===== config.mk =====
export PLATFORM = sky130hd
export DESIGN_NAME = uart_word_sender
export DESIGN_NICKNAME = d
export VERILOG_FILES = /design/src/rtl/uart_pkg.sv /design/src/rtl/sync_fifo.sv /design/src/rtl/uart_word_sender.sv
export SDC_FILE = /design/constraint.sdc
export NUM_CORES = 1
export LEC_CHECK = 0
export CAP_MARGIN = 25
export CORE_MARGIN = 2
export CORE_UTILIZATION = 40
export CTS_CLUSTER_DIAMETER = 100
export CTS_CLUSTER_SIZE = 10
export DETAILED_ROUTE_END_ITERATION = 6
export PLACE_DENSITY = 0.59
export SYNTH_ARGS = -nofsm -noshare
export SYNTH_HDL_FRONTEND = slang
export SYNTH_SLANG_ARGS = --single-unit

===== constraint.sdc =====
create_clock -name clock -period 4.2 [get_ports clock]
set_input_delay 0.84 -clock clock [delete_from_list [all_inputs] [get_ports clock]]
set_output_delay 0.84 -clock clock [all_outputs]
set_load 0.005 [all_outputs]

===== src/rtl/uart_pkg.sv =====
// Definitions shared by the UART rx/tx blocks and the word sender:
// frame bit levels, default widths and the sender's one-hot state encoding.
package uart_pkg;

  localparam int N_DATA = 8;
  localparam int N_WORD = 32;

  localparam logic START_VALUE = 1'b0;
  localparam logic STOP_VALUE  = 1'b1;

  typedef enum logic [3:0] {
    S_IDLE = 4'b0001,
    S_SEND = 4'b0010,
    S_ACK  = 4'b0100,
    S_WAIT = 4'b1000
  } state_t;

endpackage


===== src/rtl/sync_fifo.sv =====
// Single-clock word FIFO. The head entry is read straight from the storage
// registers, so a written word is visible on dout the cycle after the write.
module sync_fifo #(
  parameter int WIDTH = 32,
  parameter int DEPTH = 4,
  parameter int AW    = $clog2(DEPTH)
) (
  input  logic             clock,
  input  logic             reset,
  input  logic             push,
  input  logic             pop,
  input  logic [WIDTH-1:0] din,
  output logic [WIDTH-1:0] dout,
  output logic             full,
  output logic             empty,
  output logic [AW:0]      count
);

  localparam logic [AW:0] FULL_CNT = (AW + 1)'(DEPTH);

  logic [WIDTH-1:0] mem_q [DEPTH];
  logic [AW-1:0]    wr_ptr_q, wr_ptr_d;
  logic [AW-1:0]    rd_ptr_q, rd_ptr_d;
  logic [AW:0]      count_q,  count_d;
  logic             push_en, pop_en;

  // A push while full is dropped even when a pop frees a slot in the same cycle.
  assign push_en = push & ~full;
  assign pop_en  = pop & ~empty;

  always_comb begin
    wr_ptr_d = wr_ptr_q;
    rd_ptr_d = rd_ptr_q;
    count_d  = count_q;
    if (push_en) wr_ptr_d = wr_ptr_q + 1'b1;
    if (pop_en)  rd_ptr_d = rd_ptr_q + 1'b1;
    case ({push_en, pop_en})
      2'b10:   count_d = count_q + 1'b1;
      2'b01:   count_d = count_q - 1'b1;
      default: count_d = count_q;
    endcase
  end

  always_ff @(posedge clock or negedge reset) begin
    if (!reset) begin
      wr_ptr_q <= '0;
      rd_ptr_q <= '0;
      count_q  <= '0;
    end else begin
      wr_ptr_q <= wr_ptr_d;
      rd_ptr_q <= rd_ptr_d;
      count_q  <= count_d;
    end
  end

  always_ff @(posedge clock) begin
    if (push_en) mem_q[wr_ptr_q] <= din;
  end

  assign dout  = mem_q[rd_ptr_q];
  assign full  = (count_q == FULL_CNT);
  assign empty = (count_q == '0);
  assign count = count_q;

endmodule


===== src/rtl/uart_word_sender.sv =====
// Buffers 32-bit words and feeds them LSB byte first to a byte-wide UART
// transmitter, pacing each byte on the transmitter's idle level.
module uart_word_sender
  import uart_pkg::*;
#(
  parameter int N_WORD     = uart_pkg::N_WORD,
  parameter int N_DATA     = uart_pkg::N_DATA,
  parameter int N_BYTES    = 4,
  parameter int FIFO_DEPTH = 4,
  parameter int ADDR_W     = 2,
  parameter int NB_STATE   = 4
) (
  input  logic                clock,
  input  logic                reset,
  input  logic [N_WORD-1:0]   word_in,
  input  logic                word_valid,
  output logic                word_ready,
  input  logic                tx_done_tick,
  output logic [N_DATA-1:0]   tx_din,
  output logic                tx_start,
  output logic                busy,
  output logic [ADDR_W:0]     fifo_count,
  output logic [NB_STATE-1:0] state
);

  localparam int BW = (N_BYTES > 1) ? $clog2(N_BYTES) : 1;

  state_t            state_q, state_d;
  logic [BW-1:0]     byte_idx_q, byte_idx_d;
  logic [N_WORD-1:0] word_q, word_d;
  logic [N_DATA-1:0] din_q, din_d;
  logic              start_q, start_d;

  logic              fifo_pop;
  logic              fifo_full, fifo_empty;
  logic [N_WORD-1:0] fifo_dout;

  sync_fifo #(
    .WIDTH (N_WORD),
    .DEPTH (FIFO_DEPTH)
  ) u_fifo (
    .clock (clock),
    .reset (reset),
    .push  (word_valid),
    .pop   (fifo_pop),
    .din   (word_in),
    .dout  (fifo_dout),
    .full  (fifo_full),
    .empty (fifo_empty),
    .count (fifo_count)
  );

  always_comb begin
    state_d    = state_q;
    byte_idx_d = byte_idx_q;
    word_d     = word_q;
    din_d      = din_q;
    start_d    = 1'b0;
    fifo_pop   = 1'b0;
    case (state_q)
      S_IDLE: begin
        if (!fifo_empty) begin
          fifo_pop   = 1'b1;
          word_d     = fifo_dout;
          byte_idx_d = '0;
          state_d    = S_SEND;
        end
      end
      S_SEND: begin
        if (tx_done_tick) begin
          din_d   = word_q[byte_idx_q*N_DATA +: N_DATA];
          start_d = 1'b1;
          state_d = S_ACK;
        end
      end
      // The transmitter dropping its idle level confirms it took the byte.
      S_ACK: begin
        if (!tx_done_tick) state_d = S_WAIT;
      end
      S_WAIT: begin
        if (tx_done_tick) begin
          if (byte_idx_q == BW'(N_BYTES - 1)) begin
            state_d = S_IDLE;
          end else begin
            byte_idx_d = byte_idx_q + 1'b1;
            state_d    = S_SEND;
          end
        end
      end
      default: state_d = S_IDLE;
    endcase
  end

  always_ff @(posedge clock or negedge reset) begin
    if (!reset) begin
      state_q    <= S_IDLE;
      byte_idx_q <= '0;
      word_q     <= '0;
      din_q      <= '0;
      start_q    <= 1'b0;
    end else begin
      state_q    <= state_d;
      byte_idx_q <= byte_idx_d;
      word_q     <= word_d;
      din_q      <= din_d;
      start_q    <= start_d;
    end
  end

  assign tx_din     = din_q;
  assign tx_start   = start_q;
  assign word_ready = ~fifo_full;
  assign busy       = (state_q != S_IDLE) | ~fifo_empty;
  assign state      = state_q;

endmodule


==> results.sh <==
export IMPL_cts_resized=0
export IMPL_cts_root_buffer="clkbuf_16"
export IMPL_worstPathRequired_ns=3.36
export IMPL_grt_pass1_wl_mm=19.9
export IMPL_nets=452
export IMPL_crit_arrival_ns=1.89
export IMPL_ys_flop_type="edfxtp_1"
export IMPL_ys_seq_elements=182
export IMPL_via_count=3329
export IMPL_tightest_slew_ns=0.786
export IMPL_htree_levels=4
export IMPL_routed_wl_mm=12.6
export IMPL_die_h_um=137
export IMPL_area_growth_syn_to_layout_pct=18.9
export IMPL_holdBufCountCts=0
export IMPL_async_flop_share_pct=29.7
export IMPL_multi_input_area_um2=1800
export IMPL_detail_route_antenna_nets=0
export IMPL_hpwlAfterDp_mm=7.73
export IMPL_rows=48
export IMPL_syn_nets=386
export IMPL_diodes=0
export IMPL_status="finished clean"
export IMPL_clk_pin_slew_ns=0.07
export IMPL_grt_max_degree=39
export IMPL_core_area_um2=17400
export IMPL_r2r_end="u_fifo.count[2]"
export IMPL_critPathKind="flop to output port"
export IMPL_cp_max_fo=8
export IMPL_cap_violations=0
export IMPL_layout_cells_non_filler=647
export IMPL_rr_worst_depth=9
export IMPL_layout_common_cells="edfxtp_1, dfrtp_1, clkdlybuf4s50_1"
export IMPL_utilization_pct=48.7
export IMPL_rrSetupSlack_ns=1.51
export IMPL_post_route_period_util_pct=65.0
export IMPL_initial_core_util_pct=41.0
export IMPL_cts_tree="done"
export IMPL_drive_gt1_share_pct=27.5
export IMPL_fin_crit_ns=2.73
export IMPL_rsz0062_at_grt="no"
export IMPL_ir_worst_vdd_v=0.000354
export IMPL_syn_inst=343
export IMPL_vias_per_cell=5.15
export IMPL_boundaryPins=54
export IMPL_grt_usage_pct=14.8
export IMPL_die_area_um2=18900
export IMPL_drc=0
export IMPL_placed_cells=615
export IMPL_antenna_found_initial=0
export IMPL_relSlewSlack_pct=47.6
export IMPL_synth_cell_types=40
export IMPL_layout_commonest_cell="edfxtp_1"
export IMPL_grt_pass1_vias=3519
export IMPL_clockBufferDepth=2
export IMPL_skew_ns=0.00754
export IMPL_drt_iter0_markers=166
export IMPL_slew_violations=0
export IMPL_r2r_start="state[0]"
export IMPL_seq_area_um2=5200
export IMPL_dp_slack_ns=1.50
export IMPL_end_kind="output port"
export IMPL_synth_edf_count=128
export IMPL_routedWlPerCell_um=19.4
export IMPL_portBuffers=53
export IMPL_synth_warning_count=0
export IMPL_nFillCells=1416
export IMPL_chipWidth_um=137
export IMPL_numCtsBuffers=17
export IMPL_setup_viol_count_final=0
export IMPL_startpoint_type="flop"
export IMPL_gr_total_overflow=0
export IMPL_gp_congestion=0.708
export IMPL_postCtsSetupBuffers=0
export IMPL_synth_seq_area_share_pct=73.1
export IMPL_clock_latency_ns=0.42
export IMPL_max_clock_freq_ghz=0.366
export IMPL_hold_violations=0
export IMPL_totalNegativeSetupSlack_ns=0
export IMPL_netlist_area_um2=7110
export IMPL_dr_pass1_iters=4
export IMPL_worst_slack_ns=1.47
export IMPL_powerDensity_nw_per_um2=707
export IMPL_p_leak_nw=2.97
export IMPL_syn_avg_cell_area_um2=20.7
export IMPL_hp_class="input pin to asynchronous set/reset pin"
export IMPL_clock_sinks=182
[registers in the layout, indices dropped and copies added, names as in the netlist]
name / count
word_q: 32
u_fifo.rd_ptr_q: 2
tx_start: 1
u_fifo.mem_q: 128
u_fifo.count: 3
byte_idx_q: 2
u_fifo.wr_ptr_q: 2
tx_din: 8
state: 4
[worst max-delay path by stage]
stage / startpoint / endpoint
2_1_floorplan: state[0] / u_fifo.count[2]
3_3_place_gp: state[0] / u_fifo.count[2]
3_5_place_dp: state[0] / u_fifo.count[2]
4_1_cts: state[0] / busy
5_1_grt: state[0] / u_fifo.count[2]
6_report: state[0] / busy
[layout make-up]
cell class / count / area share [%]
Sequential cell: 182 / 61.4
Multi-Input combinational cell: 136 / 21.2
Timing Repair Buffer: 62 / 7.01
Clock buffer: 17 / 5.03
Tap cell: 225 / 3.33
Clock inverter: 15 / 1.51
Inverter: 10 / 0.444
[critical path: stages, from the launching register on]
cell,delay (ns)
dfstp_2,0.61
nor4b_4,0.29
nand2_1,0.11
clkdlybuf4s50_1,0.46
[synth_stat cells (4+ instances only)]
cell | instances | area (um2)
and3_1 | 4 | 25.0
buf_2 | 6 | 30.0
clkbuf_1 | 4 | 15.0
dfrtp_1 | 53 | 1330
edfxtp_1 | 128 | 3840
ha_1 | 6 | 75.1
inv_1 | 6 | 22.5
inv_2 | 4 | 15.0
mux2_1 | 15 | 169
mux2_2 | 26 | 293
mux4_2 | 40 | 901
nand2_1 | 6 | 22.5
nor2_1 | 6 | 22.5
nor2b_1 | 4 | 25.0
xnor2_1 | 5 | 43.8
[cells by family (layout without fill, tap and decap cells)]
group,Yosys count,in the layout,share of synthesized area [%]
and+or+nand+nor,29,29,2.60
adders and majority gates,7,7,1.34
buffers and inverters,25,104,1.71
muxes,82,82,19.3
xor gates and xnor gates,7,7,0.862
DFF,182,182,73.1
AOI/OAI and AO/OA,11,11,1.14
[per-stage QoR]
stage               area [um2]  power [mW]  hold WS, ns
floorplan                 7110        3.98        0.453
global placement          7910        4.53        0.464
detailed placement        7910        4.59        0.474
CTS                       8460        6.08        0.421
global route              8460        6.33        0.455
finish                    8460        5.98        0.421
[layer usage]
| layer | GRT usage (%) | up-vias | share of wire [%] | wire, um |
|---|---|---|---|---|
| met1 | 19.3 | 1763 | 45 | 5670 |
| met2 | 24.2 | 62 | 51 | 6370 |
| met5 | 0 | - | 0 | 0 |
| li1 | - | 1495 | - | - |
| met3 | 4.08 | 9 | 3.1 | 391 |
| met4 | 5.04 | 0 | 1.0 | 131 |
[power breakdown]
part	total, mW	leakage (nW)	internal, mW	switching [mW]
Clock	1.49	0.266	0.819	0.668
Sequential	2.80	1.82	2.47	0.326
Combinational	1.69	0.892	0.976	0.718
Total	5.98	2.97	4.27	1.71
(Power assumes the default switching activity.)
